File: config.mk
export PLATFORM = sky130hd
export DESIGN_NAME = dmem_arbiter_flat
export DESIGN_NICKNAME = d
export VERILOG_FILES = /design/src/rtl/dmem_arbiter_if.sv /design/src/rtl/dmem_arbiter.sv /design/src/flat_wrapper.sv
export SDC_FILE = /design/constraint.sdc
export NUM_CORES = 1
export LEC_CHECK = 0
export CORE_AREA = 8 8 87 89
export DETAILED_ROUTE_END_ITERATION = 12
export DIE_AREA = 0 0 95 97
export GPL_ROUTABILITY_DRIVEN = 0
export HOLD_SLACK_MARGIN = 0.05
export PLACE_DENSITY = 0.8
export SETUP_SLACK_MARGIN = 0.02
export SYNTH_ARGS = -nofsm -noshare
export SYNTH_HDL_FRONTEND = slang
export SYNTH_SLANG_ARGS = --single-unit
File: constraint.sdc
create_clock -name i_clk -period 2.52 [get_ports i_clk]
set_input_delay 0.504 -clock i_clk [delete_from_list [all_inputs] [get_ports i_clk]]
set_output_delay 0.504 -clock i_clk [all_outputs]
set_load 0.05 [all_outputs]
File: src/rtl/dmem_arbiter_if.sv
// Request/response and RAM-side signal bundle for the shared data-memory arbiter.
// The slave modport is the arbiter; the master modport is the requesters plus the RAM.
interface dmem_arbiter_if #(
  parameter int ADDR_W = 8
);
  logic              i_req0_valid;
  logic              i_req0_we;
  logic [ADDR_W-1:0] i_req0_addr;
  logic [31:0]       i_req0_wdata;
  logic [3:0]        i_req0_be;
  logic              o_req0_ready;
  logic              o_rsp0_valid;
  logic [31:0]       o_rsp0_rdata;

  logic              i_req1_valid;
  logic              i_req1_we;
  logic [ADDR_W-1:0] i_req1_addr;
  logic [31:0]       i_req1_wdata;
  logic [3:0]        i_req1_be;
  logic              o_req1_ready;
  logic              o_rsp1_valid;
  logic [31:0]       o_rsp1_rdata;

  logic [ADDR_W-1:0] o_mem_addr;
  logic [31:0]       o_mem_wdata;
  logic [3:0]        o_mem_be;
  logic              o_mem_wren;
  logic [31:0]       i_mem_rdata;

  modport slave (
    input  i_req0_valid, i_req0_we, i_req0_addr, i_req0_wdata, i_req0_be,
    output o_req0_ready, o_rsp0_valid, o_rsp0_rdata,
    input  i_req1_valid, i_req1_we, i_req1_addr, i_req1_wdata, i_req1_be,
    output o_req1_ready, o_rsp1_valid, o_rsp1_rdata,
    output o_mem_addr, o_mem_wdata, o_mem_be, o_mem_wren,
    input  i_mem_rdata
  );

  modport master (
    output i_req0_valid, i_req0_we, i_req0_addr, i_req0_wdata, i_req0_be,
    input  o_req0_ready, o_rsp0_valid, o_rsp0_rdata,
    output i_req1_valid, i_req1_we, i_req1_addr, i_req1_wdata, i_req1_be,
    input  o_req1_ready, o_rsp1_valid, o_rsp1_rdata,
    input  o_mem_addr, o_mem_wdata, o_mem_be, o_mem_wren,
    output i_mem_rdata
  );
endinterface

File: src/rtl/dmem_arbiter.sv
// Round-robin two-port arbiter for a single-port synchronous data RAM.
// Read data is steered back to the issuing port by a MEM_LAT-deep tag pipeline.
module dmem_arbiter #(
  parameter int ADDR_W  = 8,
  parameter int MEM_LAT = 1
) (
  input  logic           i_clk,
  input  logic           i_rst,
  dmem_arbiter_if.slave  bus
);

  logic               ptr_q;
  logic               ptr_d;
  logic               gnt0_s;
  logic               gnt1_s;
  logic               push_vld_s;
  logic               out_vld_s;
  logic [MEM_LAT-1:0] tag_vld_q;
  logic [MEM_LAT-1:0] tag_vld_d;
  logic [MEM_LAT-1:0] tag_port_q;
  logic [MEM_LAT-1:0] tag_port_d;

  // Grant selection: the pointer holds the last winner, so contention goes to the other port
  always_comb begin
    gnt0_s = 1'b0;
    gnt1_s = 1'b0;
    if (i_rst) begin
      gnt0_s = 1'b0;
      gnt1_s = 1'b0;
    end else if (bus.i_req0_valid && bus.i_req1_valid) begin
      gnt0_s = ptr_q;
      gnt1_s = ~ptr_q;
    end else begin
      gnt0_s = bus.i_req0_valid;
      gnt1_s = bus.i_req1_valid;
    end
  end

  // RAM port drive and next pointer / tag state
  always_comb begin
    bus.o_req0_ready = gnt0_s;
    bus.o_req1_ready = gnt1_s;
    bus.o_mem_addr   = '0;
    bus.o_mem_wdata  = 32'h0000_0000;
    bus.o_mem_be     = 4'h0;
    bus.o_mem_wren   = 1'b0;
    push_vld_s       = 1'b0;
    ptr_d            = ptr_q;
    if (gnt0_s) begin
      bus.o_mem_addr  = bus.i_req0_addr;
      bus.o_mem_wdata = bus.i_req0_wdata;
      bus.o_mem_be    = bus.i_req0_we ? bus.i_req0_be : 4'h0;
      bus.o_mem_wren  = bus.i_req0_we;
      push_vld_s      = ~bus.i_req0_we;
      ptr_d           = 1'b0;
    end else if (gnt1_s) begin
      bus.o_mem_addr  = bus.i_req1_addr;
      bus.o_mem_wdata = bus.i_req1_wdata;
      bus.o_mem_be    = bus.i_req1_we ? bus.i_req1_be : 4'h0;
      bus.o_mem_wren  = bus.i_req1_we;
      push_vld_s      = ~bus.i_req1_we;
      ptr_d           = 1'b1;
    end else begin
      ptr_d = ptr_q;
    end
    tag_vld_d     = tag_vld_q << 1'b1;
    tag_port_d    = tag_port_q << 1'b1;
    tag_vld_d[0]  = push_vld_s;
    tag_port_d[0] = gnt1_s;
  end

  // Pointer and tag pipeline; reset drops any in-flight read tags
  always_ff @(posedge i_clk) begin
    if (i_rst) begin
      ptr_q      <= 1'b1;
      tag_vld_q  <= '0;
      tag_port_q <= '0;
    end else begin
      ptr_q      <= ptr_d;
      tag_vld_q  <= tag_vld_d;
      tag_port_q <= tag_port_d;
    end
  end

  // Response steering: RAM data is passed only to the port named by the oldest tag
  always_comb begin
    out_vld_s        = tag_vld_q[MEM_LAT-1] & ~i_rst;
    bus.o_rsp0_valid = out_vld_s & ~tag_port_q[MEM_LAT-1];
    bus.o_rsp1_valid = out_vld_s &  tag_port_q[MEM_LAT-1];
    bus.o_rsp0_rdata = bus.o_rsp0_valid ? bus.i_mem_rdata : 32'h0000_0000;
    bus.o_rsp1_rdata = bus.o_rsp1_valid ? bus.i_mem_rdata : 32'h0000_0000;
  end

endmodule

File: src/flat_wrapper.sv
// flat-port wrapper written by rule: the top's interface ports become plain ports
module dmem_arbiter_flat 
#(
  parameter int ADDR_W  = 8,
  parameter int MEM_LAT = 1
)
  (i_clk, i_rst, bus_i_req0_valid, bus_i_req0_we, bus_i_req0_addr, bus_i_req0_wdata, bus_i_req0_be, bus_o_req0_ready, bus_o_rsp0_valid, bus_o_rsp0_rdata, bus_i_req1_valid, bus_i_req1_we, bus_i_req1_addr, bus_i_req1_wdata, bus_i_req1_be, bus_o_req1_ready, bus_o_rsp1_valid, bus_o_rsp1_rdata, bus_o_mem_addr, bus_o_mem_wdata, bus_o_mem_be, bus_o_mem_wren, bus_i_mem_rdata);
  dmem_arbiter_if #(.ADDR_W(ADDR_W)) bus_i ();
  input  logic i_clk;
  input  logic i_rst;
  input wire logic [$bits(bus_i.i_req0_valid)-1:0] bus_i_req0_valid;
  input wire logic [$bits(bus_i.i_req0_we)-1:0] bus_i_req0_we;
  input wire logic [$bits(bus_i.i_req0_addr)-1:0] bus_i_req0_addr;
  input wire logic [$bits(bus_i.i_req0_wdata)-1:0] bus_i_req0_wdata;
  input wire logic [$bits(bus_i.i_req0_be)-1:0] bus_i_req0_be;
  output wire logic [$bits(bus_i.o_req0_ready)-1:0] bus_o_req0_ready;
  output wire logic [$bits(bus_i.o_rsp0_valid)-1:0] bus_o_rsp0_valid;
  output wire logic [$bits(bus_i.o_rsp0_rdata)-1:0] bus_o_rsp0_rdata;
  input wire logic [$bits(bus_i.i_req1_valid)-1:0] bus_i_req1_valid;
  input wire logic [$bits(bus_i.i_req1_we)-1:0] bus_i_req1_we;
  input wire logic [$bits(bus_i.i_req1_addr)-1:0] bus_i_req1_addr;
  input wire logic [$bits(bus_i.i_req1_wdata)-1:0] bus_i_req1_wdata;
  input wire logic [$bits(bus_i.i_req1_be)-1:0] bus_i_req1_be;
  output wire logic [$bits(bus_i.o_req1_ready)-1:0] bus_o_req1_ready;
  output wire logic [$bits(bus_i.o_rsp1_valid)-1:0] bus_o_rsp1_valid;
  output wire logic [$bits(bus_i.o_rsp1_rdata)-1:0] bus_o_rsp1_rdata;
  output wire logic [$bits(bus_i.o_mem_addr)-1:0] bus_o_mem_addr;
  output wire logic [$bits(bus_i.o_mem_wdata)-1:0] bus_o_mem_wdata;
  output wire logic [$bits(bus_i.o_mem_be)-1:0] bus_o_mem_be;
  output wire logic [$bits(bus_i.o_mem_wren)-1:0] bus_o_mem_wren;
  input wire logic [$bits(bus_i.i_mem_rdata)-1:0] bus_i_mem_rdata;
  assign bus_i.i_req0_valid = bus_i_req0_valid;
  assign bus_i.i_req0_we = bus_i_req0_we;
  assign bus_i.i_req0_addr = bus_i_req0_addr;
  assign bus_i.i_req0_wdata = bus_i_req0_wdata;
  assign bus_i.i_req0_be = bus_i_req0_be;
  assign bus_o_req0_ready = bus_i.o_req0_ready;
  assign bus_o_rsp0_valid = bus_i.o_rsp0_valid;
  assign bus_o_rsp0_rdata = bus_i.o_rsp0_rdata;
  assign bus_i.i_req1_valid = bus_i_req1_valid;
  assign bus_i.i_req1_we = bus_i_req1_we;
  assign bus_i.i_req1_addr = bus_i_req1_addr;
  assign bus_i.i_req1_wdata = bus_i_req1_wdata;
  assign bus_i.i_req1_be = bus_i_req1_be;
  assign bus_o_req1_ready = bus_i.o_req1_ready;
  assign bus_o_rsp1_valid = bus_i.o_rsp1_valid;
  assign bus_o_rsp1_rdata = bus_i.o_rsp1_rdata;
  assign bus_o_mem_addr = bus_i.o_mem_addr;
  assign bus_o_mem_wdata = bus_i.o_mem_wdata;
  assign bus_o_mem_be = bus_i.o_mem_be;
  assign bus_o_mem_wren = bus_i.o_mem_wren;
  assign bus_i.i_mem_rdata = bus_i_mem_rdata;
  dmem_arbiter #(.ADDR_W(ADDR_W), .MEM_LAT(MEM_LAT)) u_core (.i_clk(i_clk), .i_rst(i_rst), .bus(bus_i));
endmodule
Yosys cells after proc, flatten, opt, wreduce, memory -nomap -nowiden:

Cells that the tools add are included.

* register bits: 3
* bits of input ports: 126
* output and inout port bits: 113
* word-level logic and storage cells: 33

* mux-type cells: 20
* bitwise gates (word level): 8
* reduce and logical (&&, ||, !) cells: 2

Operator list (number)
* 2-to-1 mux 32 bit: 4
* 2-to-1 mux 4 bit: 4
* 2-to-1 mux 8 bit: 2
* 2-to-1 mux 1 bit: 10
* inverter 1 bit: 5
* AND 1 bit: 3
* nonzero test 2 bit: 1
* logical AND 1 bit: 1

Logic depth before layout (Yosys ltp):

* word-level depth: 5
* mapped depth: 4
* gate-level depth less buffers: 3

Least setup slack after synthesis:

No wires, ideal clock.

* kind: input-to-output
* from: input bus_i_req1_valid
* to: output bus_o_mem_wdata[22]
* data arrival time: 1.726 ns
* required time: 2.016 ns
* path slack: 0.290 ns
* stages: 4
* buffers on the path: 1
* cell sequence: a21bo_2 -> nor2_2 -> buf_2 -> a22o_1

* longest elaborated chain between the ends: 5
* elaborated cells between the ends (all ways): 7
* classes of those cells: 6 x mux; 1 x reduce/logical

RTL lines
* start: declaration: line flat_wrapper.sv:19 `input wire logic [$bits(bus_i.i_req1_valid)-1:0] bus_i_req1_valid;`
* logical AND 1 bit: line dmem_arbiter.sv:30 `end else if (bus.i_req0_valid && bus.i_req1_valid) begin`
* 2-to-1 mux 1 bit *: line dmem_arbiter.sv:30
* 2-to-1 mux 1 bit *: line dmem_arbiter.sv:27 `if (i_rst) begin`
* net bus_o_req1_ready: line flat_wrapper.sv:24 `output wire logic [$bits(bus_i.o_req1_ready)-1:0] bus_o_req1_ready;`
* 2-to-1 mux 32 bit *: line dmem_arbiter.sv:56 `end else if (gnt1_s) begin`
* 2-to-1 mux 32 bit *: line dmem_arbiter.sv:49 `if (gnt0_s) begin`
* end: declaration: line flat_wrapper.sv:28 `output wire logic [$bits(bus_i.o_mem_wdata)-1:0] bus_o_mem_wdata;`

Mark *: on every way through the listed nets, which the timed path passes. The rest lies on a longest branch.

Worst setup path after layout:

* from: input bus_i_req1_valid
* to: output bus_o_mem_wdata[8]

* longest elaborated chain between the ends: 5
* elaborated cells between the ends (all ways): 7
* classes of those cells: 6 x mux; 1 x reduce/logical

RTL lines (line)
* logical AND 1 bit: dmem_arbiter.sv:30
* 2-to-1 mux 1 bit: dmem_arbiter.sv:30
* 2-to-1 mux 1 bit: dmem_arbiter.sv:27
* 2-to-1 mux 32 bit: dmem_arbiter.sv:56
* 2-to-1 mux 32 bit *: dmem_arbiter.sv:49

Every way passes the cells marked *; elsewhere a longest branch is shown, timed or not.

==> reports/results.tsv <==
metric	value	unit
status	complete, no violations	
YS warnings	0	
starting DRC count in detailed routing	79	
Cell Count, Final, Fillers Out	457	
Setup WS post-layout	181	ps
Crit Path Class	in2out	
Leakage	1.99	nW
Max Freq	428	MHz
Fillers	375	
H-tree levels	1	
Clock Skews	0.658	ps
synth unique cells	20	
number of max-cap violations	0	
Hold/Removal Path Class	reg2reg	
M1 wire length	3170	microns
io pins	239	
Final nets	507	
fin. max-slew vios	0	
crit end category	output pin	
PD cells	225	mW/mm^2
Layout area overhead	352	%
asr flop ratio synth	0	
dpl hpwl	8920	microns
DR vias/cell	4.60	
routed wl met3	843	microns
initial antenna violation count	0	
first-pass GRT wire length	14900	microns
setup violators final	0	
leading area contributor after synthesis	and2_1	
Crit path max-delay family	buffers and inverters	
Synth top cells by count	and2_1, a22o_1, buf_2	
FP Rows	29	
Area contributors post-synth	and2_1, a22o_1, dfxtp_1	
most common cell in the netlist	and2_1	
Crit-path slowest cell	bufbuf_16	
share of the synthesized area in the top cell type	0.375	
TritonCTS Buffers	3	
root buffer selected by CTS	clkbuf_8	
routed wire length	10300	microns
post-synthesis register bit count	3	
period utilization	0.928	
crit-path cells	dlygate4sd2_1 > nor2b_4 > nor3_4 > buf_6 > bufbuf_16 > a22o_1 > buf_12	
RSZ-0062 raised after global routing	false	
CTS Hold Bufs	0	
Avg WL per Cell	22.6	microns
largest net degree at the start of global routing	34	
Main synth FF type	dfxtp_1	
syn avg cell area	7.58	sq um
crit-path max cell delay	270	ps
Placeable Area	0.00620	sq mm
remaining antenna violation count	0	
CTS sink count	3	
layout cells sized above 1	0.355	
setup TNS	0	ps
slew margin rel.	0.779	
crit-path max FO	11	
clk_lat worst skew	220	ps
Port-buffer cells	238	
CP arrival	1840	ps
dpl cells	449	
Util after Layout	0.779	
vias in the first global route	2439	
Startpoint Class	input port	
ANT cells	0	
pre-CTS setup slack	-69.7	ps
vias	2100	
Die W	95	microns
Mapped Cells	141	
Worst Max-Slew Pin Slew	331	ps
All-Layer GR Usage	0.216	
total congestion overflow	0	
Min Hold Slack	585	ps
drt pass-1 iters	4	
CTS tree	built	
Reg clk slew, reported paths	30	ps
Clock Path Buffers	2	
met2 wire len	6120	microns
Final Critical Period	2340	ps
Syn Nets	267	
Post-route DRC	0	
EDFF count, synth	0	
sequential share of the synthesized area	0.0562	
Peak VDD IR	0.000272	V
Top Metal Used	met4	
Fin. Hold Viols	0	
chip height	97	microns
Req. time, crit path	2020	ps
Initial Utilization	0.172	
die area	0.00922	sq mm
Crit path buffers/inverters	4	
Cell Area, Synth	0.00107	sq mm
==> metal layers <==
layer  up-vias  global-route usage
li1        991                   -
met1       970               0.191
met2       123               0.445
met3        16              0.0595
met4         0              0.0553
met5         -                   0
==> metrics by stage <==
stage	instance area, sq um	power (mW)
floorplan	1070	0.388
global placement	4690	0.904
detailed placement	4690	0.921
CTS	4830	1.09
global route	4830	1.13
finish	4830	1.09
==> cells in the final DEF (no fill, tap or decap), types with 2 or more instances in the layout <==
master	synthesis	routed
a22o_1	40	39
a32o_1	4	4
and2_1	64	64
buf_12	0	117
buf_4	0	4
buf_6	5	2
clkbuf_8	0	3
clkdlybuf4s50_1	0	122
dfxtp_1	3	3
dlygate4sd2_1	0	3
nor2_1	2	2
nor3b_2	2	2
==> tightest hold or removal path, cell delays in order, from the launching register on <==
cell      delay [ps]
dfxtp_1          340
nand2_1           70
o21ai_0           70
nand2b_1          70
==> layout make-up <==
| type | count | area, sq um | share of cell area |
|---|---|---|---|
| clock buffer | 4 | 45.0 | 0.00932 |
| inverter | 1 | 3.75 | 0.000777 |
| multi-input combinational | 122 | 925 | 0.191 |
| sequential | 3 | 60.1 | 0.0124 |
| tap | 77 | 96.3 | 0.0199 |
| timing repair buffer | 250 | 3700 | 0.766 |
==> kinds of logic after synthesis <==
group,after synthesis,share of synthesized area
flops,3,0.0562
simple gates,74,0.450
buf+inv,16,0.0984
compound gates,48,0.396
==> timing repair <==
item / in CTS / in global routing
setup buffers: 2 / 0
gates resized for setup: 10 / 0
setup endpoints to repair: 39 / 0
==> state kept, by name, summed over array words and instances (netlist names) <==
signal,cells
u_core.tag_vld_q,1
u_core.tag_port_q,1
u_core.ptr_q,1
==> report_power, final <==
group	internal, mW	switching, mW	total (mW)
logic	0.484	0.406	0.890
clock network	0.108	0.0368	0.145
registers	0.0509	0.00250	0.0534
total	0.643	0.445	1.09
==> worst paths after layout <==
| path | from | cells after the start | to | slack [ps] |
|---|---|---|---|---|
| worst min register to register | u_core.ptr_q | 3 | u_core.ptr_q | 590 |
| worst max register to register | u_core.ptr_q | 3 | u_core.tag_vld_q | 1560 |
| worst max-delay path | bus_i_req1_valid | 7 | bus_o_mem_wdata[8] | 180 |
| worst min-delay path | u_core.ptr_q | 3 | u_core.ptr_q | 590 |
(Power assumes the default switching activity.)
